==> src/rtl/spi_pkg.sv <==
// Shared types and helpers for the SPI secondary endpoint.
package spi_pkg;

  typedef enum logic [0:0] {
    SPI_IDLE   = 1'b0,
    SPI_ACTIVE = 1'b1
  } spi_state_e;

  // Sampling happens on the rising sclk edge exactly when CPOL equals CPHA.
  function automatic logic sample_on_rise(input logic cpol, input logic cpha);
    return (cpol == cpha);
  endfunction

endpackage

==> src/rtl/spi_sync_edge.sv <==
// Two-flop synchronizer followed by a registered rise/fall detector.
module spi_sync_edge #(
  parameter logic RST_VAL = 1'b0
) (
  input  logic clk,
  input  logic rst,
  input  logic i_d,
  output logic o_lvl,
  output logic o_rise,
  output logic o_fall
);

  logic r_meta;
  logic r_sync;
  logic r_prev;
  logic r_rise;
  logic r_fall;

  always_ff @(posedge clk or negedge rst) begin
    if (!rst) begin
      r_meta <= RST_VAL;
      r_sync <= RST_VAL;
      r_prev <= RST_VAL;
      r_rise <= 1'b0;
      r_fall <= 1'b0;
    end else begin
      r_meta <= i_d;
      r_sync <= r_meta;
      r_prev <= r_sync;
      r_rise <= r_sync & ~r_prev;
      r_fall <= ~r_sync & r_prev;
    end
  end

  assign o_lvl  = r_sync;
  assign o_rise = r_rise;
  assign o_fall = r_fall;

endmodule

==> src/rtl/spi_secondary.sv <==
// SPI secondary endpoint, oversampled in the clk domain, any CPOL/CPHA and width.
// Optional sticky overrun flag: define SPI_SECONDARY_OVERRUN_EN.
module spi_secondary
  import spi_pkg::*;
#(
  parameter int DWIDTH = 8,
  parameter int CPOL   = 0,
  parameter int CPHA   = 0
) (
  input  logic              clk,
  input  logic              rst,
  input  logic              sclk,
  input  logic              cs_n,
  input  logic              mosi,
  output logic              miso,
  output logic              miso_oe,
  input  logic [DWIDTH-1:0] tx_data,
  input  logic              tx_valid,
  output logic              tx_ready,
  output logic [DWIDTH-1:0] rx_data,
  output logic              rx_valid,
  input  logic              rx_ready,
  output logic              overrun,
  input  logic              overrun_clr
);

  localparam int          CW          = $clog2(DWIDTH);
  localparam logic        SCLK_IDLE   = (CPOL != 0);
  localparam logic        SAMPLE_RISE = sample_on_rise(CPOL != 0, CPHA != 0);
  localparam logic        EARLY_MSB   = (CPHA == 0);
  localparam logic [CW-1:0] LAST_BIT  = CW'(DWIDTH - 1);

  logic w_sclk_lvl, w_sclk_rise, w_sclk_fall;
  logic w_cs_lvl, w_cs_rise, w_cs_fall;

  spi_sync_edge #(.RST_VAL(SCLK_IDLE)) u_sclk_sync (
    .clk    (clk),
    .rst    (rst),
    .i_d    (sclk),
    .o_lvl  (w_sclk_lvl),
    .o_rise (w_sclk_rise),
    .o_fall (w_sclk_fall)
  );

  // cs_n resets low so a select held low across reset never looks like a fresh fall.
  spi_sync_edge #(.RST_VAL(1'b0)) u_cs_sync (
    .clk    (clk),
    .rst    (rst),
    .i_d    (cs_n),
    .o_lvl  (w_cs_lvl),
    .o_rise (w_cs_rise),
    .o_fall (w_cs_fall)
  );

  logic              r_mosi_meta;
  logic              r_mosi_sync;
  spi_state_e        r_state;
  logic [CW-1:0]     r_bit_cnt;
  logic [DWIDTH-1:0] r_tx_buf;
  logic              r_tx_ready;
  logic [DWIDTH-1:0] r_tx_sr;
  logic [DWIDTH-1:0] r_rx_sr;
  logic [DWIDTH-1:0] r_rx_data;
  logic              r_rx_valid;
  logic              r_miso;
  logic              r_miso_oe;
  logic              r_overrun;

  logic              w_unused_lvl;
  logic              w_sample;
  logic              w_shift;
  logic              w_start;
  logic              w_complete;
  logic              w_move;
  logic              w_ovr_evt;
  logic [DWIDTH-1:0] w_next_word;

  assign w_unused_lvl = w_sclk_lvl ^ w_cs_lvl;
  assign w_sample     = SAMPLE_RISE ? w_sclk_rise : w_sclk_fall;
  assign w_shift      = SAMPLE_RISE ? w_sclk_fall : w_sclk_rise;
  assign w_start      = (r_state == SPI_IDLE) && w_cs_fall;
  assign w_complete   = (r_state == SPI_ACTIVE) && !w_cs_rise && w_sample &&
                        (r_bit_cnt == LAST_BIT);
  assign w_move       = (w_start || w_complete) && !r_tx_ready;
  assign w_ovr_evt    = w_complete && r_rx_valid && !rx_ready;
  assign w_next_word  = r_tx_ready ? '0 : r_tx_buf;

  always_ff @(posedge clk or negedge rst) begin
    if (!rst) begin
      r_mosi_meta <= 1'b0;
      r_mosi_sync <= 1'b0;
    end else begin
      r_mosi_meta <= mosi;
      r_mosi_sync <= r_mosi_meta;
    end
  end

  // Holding buffer: load and move are exclusive since they need opposite tx_ready.
  always_ff @(posedge clk or negedge rst) begin
    if (!rst) begin
      r_tx_buf   <= '0;
      r_tx_ready <= 1'b1;
    end else if (tx_valid && r_tx_ready) begin
      r_tx_buf   <= tx_data;
      r_tx_ready <= 1'b0;
    end else if (w_move) begin
      r_tx_ready <= 1'b1;
    end else begin
      r_tx_ready <= r_tx_ready;
    end
  end

  always_ff @(posedge clk or negedge rst) begin
    if (!rst) begin
      r_rx_valid <= 1'b0;
    end else if (w_complete) begin
      r_rx_valid <= 1'b1;
    end else if (rx_ready) begin
      r_rx_valid <= 1'b0;
    end else begin
      r_rx_valid <= r_rx_valid;
    end
  end

  // r_tx_sr holds the bits not yet presented; each shift edge pops its MSB.
  always_ff @(posedge clk or negedge rst) begin
    if (!rst) begin
      r_state   <= SPI_IDLE;
      r_bit_cnt <= '0;
      r_tx_sr   <= '0;
      r_rx_sr   <= '0;
      r_rx_data <= '0;
      r_miso    <= 1'b0;
      r_miso_oe <= 1'b0;
    end else begin
      case (r_state)
        SPI_IDLE: begin
          if (w_cs_fall) begin
            r_state   <= SPI_ACTIVE;
            r_miso_oe <= 1'b1;
            r_bit_cnt <= '0;
            if (EARLY_MSB) begin
              r_miso  <= w_next_word[DWIDTH-1];
              r_tx_sr <= {w_next_word[DWIDTH-2:0], 1'b0};
            end else begin
              r_miso  <= 1'b0;
              r_tx_sr <= w_next_word;
            end
          end
        end
        SPI_ACTIVE: begin
          if (w_cs_rise) begin
            r_state   <= SPI_IDLE;
            r_miso_oe <= 1'b0;
            r_miso    <= 1'b0;
            r_bit_cnt <= '0;
          end else if (w_sample) begin
            r_rx_sr <= {r_rx_sr[DWIDTH-2:0], r_mosi_sync};
            if (r_bit_cnt == LAST_BIT) begin
              r_bit_cnt <= '0;
              r_rx_data <= {r_rx_sr[DWIDTH-2:0], r_mosi_sync};
              r_tx_sr   <= w_next_word;
            end else begin
              r_bit_cnt <= r_bit_cnt + 1'b1;
            end
          end else if (w_shift) begin
            r_miso  <= r_tx_sr[DWIDTH-1];
            r_tx_sr <= {r_tx_sr[DWIDTH-2:0], 1'b0};
          end
        end
        default: begin
          r_state   <= SPI_IDLE;
          r_miso_oe <= 1'b0;
          r_miso    <= 1'b0;
        end
      endcase
    end
  end

`ifdef SPI_SECONDARY_OVERRUN_EN
  logic w_unused_clr;
  assign w_unused_clr = 1'b0;

  // Set has priority over clear.
  always_ff @(posedge clk or negedge rst) begin
    if (!rst) begin
      r_overrun <= 1'b0;
    end else if (w_ovr_evt) begin
      r_overrun <= 1'b1;
    end else if (overrun_clr) begin
      r_overrun <= 1'b0;
    end else begin
      r_overrun <= r_overrun;
    end
  end
`else
  logic w_unused_clr;
  assign w_unused_clr = overrun_clr ^ w_ovr_evt;

  always_ff @(posedge clk or negedge rst) begin
    if (!rst) begin
      r_overrun <= 1'b0;
    end else begin
      r_overrun <= 1'b0;
    end
  end
`endif

  assign miso     = r_miso;
  assign miso_oe  = r_miso_oe;
  assign tx_ready = r_tx_ready;
  assign rx_data  = r_rx_data;
  assign rx_valid = r_rx_valid;
  assign overrun  = r_overrun;

endmodule

==> config.mk <==
export PLATFORM = sky130hd
export DESIGN_NAME = spi_secondary
export DESIGN_NICKNAME = d
export VERILOG_FILES = /design/src/rtl/spi_pkg.sv /design/src/rtl/spi_sync_edge.sv /design/src/rtl/spi_secondary.sv
export SDC_FILE = /design/constraint.sdc
export NUM_CORES = 1
export LEC_CHECK = 0
export CORE_ASPECT_RATIO = 0.7
export CORE_MARGIN = 2
export CORE_UTILIZATION = 31
export DETAILED_ROUTE_END_ITERATION = 16
export PLACE_DENSITY_LB_ADDON = 0.05
export SYNTH_ARGS = -nofsm -noshare
export SYNTH_HDL_FRONTEND = slang
export SYNTH_SLANG_ARGS = --single-unit
==> constraint.sdc <==
create_clock -name clk -period 1.82 [get_ports clk]
set_input_delay 0.546 -clock clk [delete_from_list [all_inputs] [get_ports clk]]
set_output_delay 0.546 -clock clk [all_outputs]
set_load 0.01 [all_outputs]
==> impl_metrics.json <==
{
  "max_freq_mhz": 569,
  "clk_latency_ns": 0.30,
  "grt_antenna_before_repair": 0,
  "leakage_nw": 1.18,
  "r2r_cells": 5,
  "clockBufferDepth": 2,
  "criticalPathCategory": "reg -> out",
  "grt_setup_unrepaired": "no",
  "viasPerCell": 4.64,
  "synth_area_per_cell_sq_um": 13.6,
  "start_kind": "flop",
  "drive_gt1_frac": 0.295,
  "cts_buffers": 5,
  "power_frac_comb": 0.260,
  "cts_root_buffer": "clkbuf_8",
  "cts.sinks": 51,
  "vias": 1332,
  "yosys_warnings": 0,
  "slowest_delay_ns": 0.54,
  "power.internal_mw": 2.15,
  "fillers": 679,
  "tritoncts": "yes",
  "grt_pass1_vias": 1433,
  "peakVddDrop_v": 0.000305,
  "finalSetupViolations": 0,
  "synthCells": 159,
  "wl_per_cell_um": 13.6,
  "die_h_um": 73.9,
  "coreArea_sq_um": 6760,
  "start_util": 0.320,
  "finalCritPeriodShare": 0.965,
  "synthDistinctLibCells": 27,
  "clk_pin_slew_ns": 0.09,
  "status": "finished clean",
  "gp_congestion": 0.728,
  "hold_viol": 0,
  "slew_viol_final": 0,
  "grt_usage": 0.116,
  "fin_tns_setup_ns": 0,
  "portBuffers": 26,
  "cp_cell_sequence": "clkdlybuf4s50_1",
  "final_area_sq_um": 2640,
  "critPathMaxFanout": 2,
  "crit_cells": 1,
  "antenna_cells": 0,
  "ant_nets": 0,
  "rrSetupSlack_ns": 0.15,
  "ys_seq_elements": 51,
  "route.final.wire_length_um": 3900,
  "maxCapViolations": 0,
  "hpwlAfterDp_um": 2760,
  "swShare": 0.290,
  "cts_setup_buffers": 0,
  "grt_max_degree": 20,
  "arrival_ns": 1.21,
  "drcViolationCount": 0,
  "die_w_um": 104,
  "finalPower_mw": 3.03,
  "fin_skew_ns": 0.00727,
  "overflow": 0,
  "min_period_ns": 1.76,
  "slowest_stage": "clkdlybuf4s50_1",
  "synthesis.nets": 178,
  "grt_first_pass_wirelength_um": 6800,
  "drt-pass1-iter-count": 4,
  "cp-end-kind": "output pin",
  "register_area_sq_um": 1280,
  "required_ns": 1.27,
  "mostFrequentLayoutCells": "dfrtp_1, mux2_2, clkdlybuf4s50_1",
  "cts_htree_levels": 2,
  "area_delta_synth_final_pct": 21.9,
  "nNetsFinal": 211,
  "pwr-share-clk": 0.213,
  "die_area_sq_um": 7670,
  "hold_class": "in -> async",
  "place_area_sq_um": 2550,
  "num_rows": 25,
  "path_buf_inv": 1,
  "crit_family": "buffers and inverters",
  "layout_commonest_cell": "dfrtp_1",
  "netlist_area_sq_um": 2160,
  "multi_input_area_sq_um": 827,
  "seqPwrFrac": 0.527,
  "ys_seq_area_frac": 0.591,
  "p_per_area_nw_per_um2": 1150,
  "drt_first_iter_violations": 42,
  "ioPinCount": 29,
  "power_switching_uw": 878
}
worst paths after layout:
kind	to	from
worst max-delay path	rx_data[1]	rx_data[1]
worst min-delay path	miso_oe	rst
worst max register to register	r_tx_sr[0]	r_bit_cnt[0]
worst min register to register	u_sclk_sync.o_lvl	u_sclk_sync.r_meta
max in group asynchronous	r_bit_cnt[2]	rst
min in group clk	u_sclk_sync.o_lvl	u_sclk_sync.r_meta
logic make-up after synthesis:
logic type,count (synthesis),synth area share
and+or+nand+nor,48,0.146
AOI/OAI and AO/OA,11,0.0365
muxes,35,0.181
other,1,0.00173
buffers and inverters,10,0.0266
DFF,51,0.591
adders and majority gates,3,0.0174
power by group through the flow:
stage | sequential, mW | combinational (mW) | clock (mW)
4_1_cts | 1.60 | 0.797 | 0.671
5_1_grt | 1.64 | 0.884 | 0.712
2_1_floorplan | 1.59 | 0.565 | 0
3_5_place_dp | 1.62 | 0.803 | 0
3_3_place_gp | 1.61 | 0.786 | 0
6_report | 1.60 | 0.788 | 0.645
cells in the mapped netlist:
| cell | instances | area share |
|---|---|---|
| conb_1 | 1 | 0.0017 |
| nand2b_1 | 3 | 0.0087 |
| nand2_1 | 5 | 0.0087 |
| nor3_1 | 2 | 0.0046 |
| buf_2 | 4 | 0.0093 |
| a21oi_1 | 2 | 0.0046 |
| a22o_1 | 2 | 0.0081 |
| buf_4 | 2 | 0.0069 |
| nand3_2 | 1 | 0.0046 |
| nor2_1 | 3 | 0.0052 |
| o22ai_1 | 2 | 0.0058 |
| nand2_2 | 1 | 0.0029 |
| nor2b_1 | 5 | 0.014 |
| o21ai_0 | 3 | 0.0069 |
| mux2_2 | 32 | 0.17 |
| dfstp_2 | 1 | 0.012 |
| nand4b_1 | 7 | 0.028 |
| nand3_1 | 7 | 0.016 |
| buf_6 | 1 | 0.0052 |
| ha_1 | 3 | 0.017 |
| mux2i_1 | 3 | 0.014 |
| inv_1 | 3 | 0.0052 |
| o21ai_4 | 1 | 0.0075 |
| or3b_2 | 7 | 0.028 |
| nand3b_1 | 7 | 0.024 |
| dfrtp_1 | 50 | 0.58 |
| a21boi_0 | 1 | 0.0035 |
registers in the layout, summed over array words and instances, names as in the netlist, 3 cells and up:
| register | cells |
|---|---|
| rx_data | 8 |
| r_tx_buf | 8 |
| r_tx_sr | 8 |
| r_rx_sr | 7 |
| r_bit_cnt | 3 |
repair_timing:
action                     CTS  global route
setup endpoints to repair    1             1
gates cloned                 0             0
gates resized for setup      1             1
hold buffers                 0             0
cell type report:
class | count | area share
Inverter | 3 | 0.00427
Clock buffer | 7 | 0.0290
Clock inverter | 1 | 0.00190
Timing Repair Buffer | 33 | 0.122
Multi-Input combinational cell | 98 | 0.314
Sequential cell | 51 | 0.485
Tap cell | 94 | 0.0446
stage by stage:
stage | setup WS [ns] | util | hold WS [ns] | instances
floorplan | 0.320 | - | 0.250 | 159
global placement | 0.132 | 0.378 | 0.333 | 279
detailed placement | 0.135 | 0.378 | 0.335 | 279
CTS | 0.00794 | 0.390 | 0.193 | 287
global route | 0.0193 | 0.390 | 0.211 | 287
finish | 0.0639 | 0.390 | 0.183 | 287
metal layers:
layer / share of wire / GRT usage / wire length, um / vias up
met1: 0.53 / 0.160 / 2060 / 672
met5: 0 / 0 / 0 / -
met2: 0.43 / 0.169 / 1670 / 27
met4: 0.0049 / 0.0556 / 19 / 0
li1: - / - / - / 630
met3: 0.040 / 0.0355 / 158 / 3
Note: power is estimated with default switching activity, not from simulation.
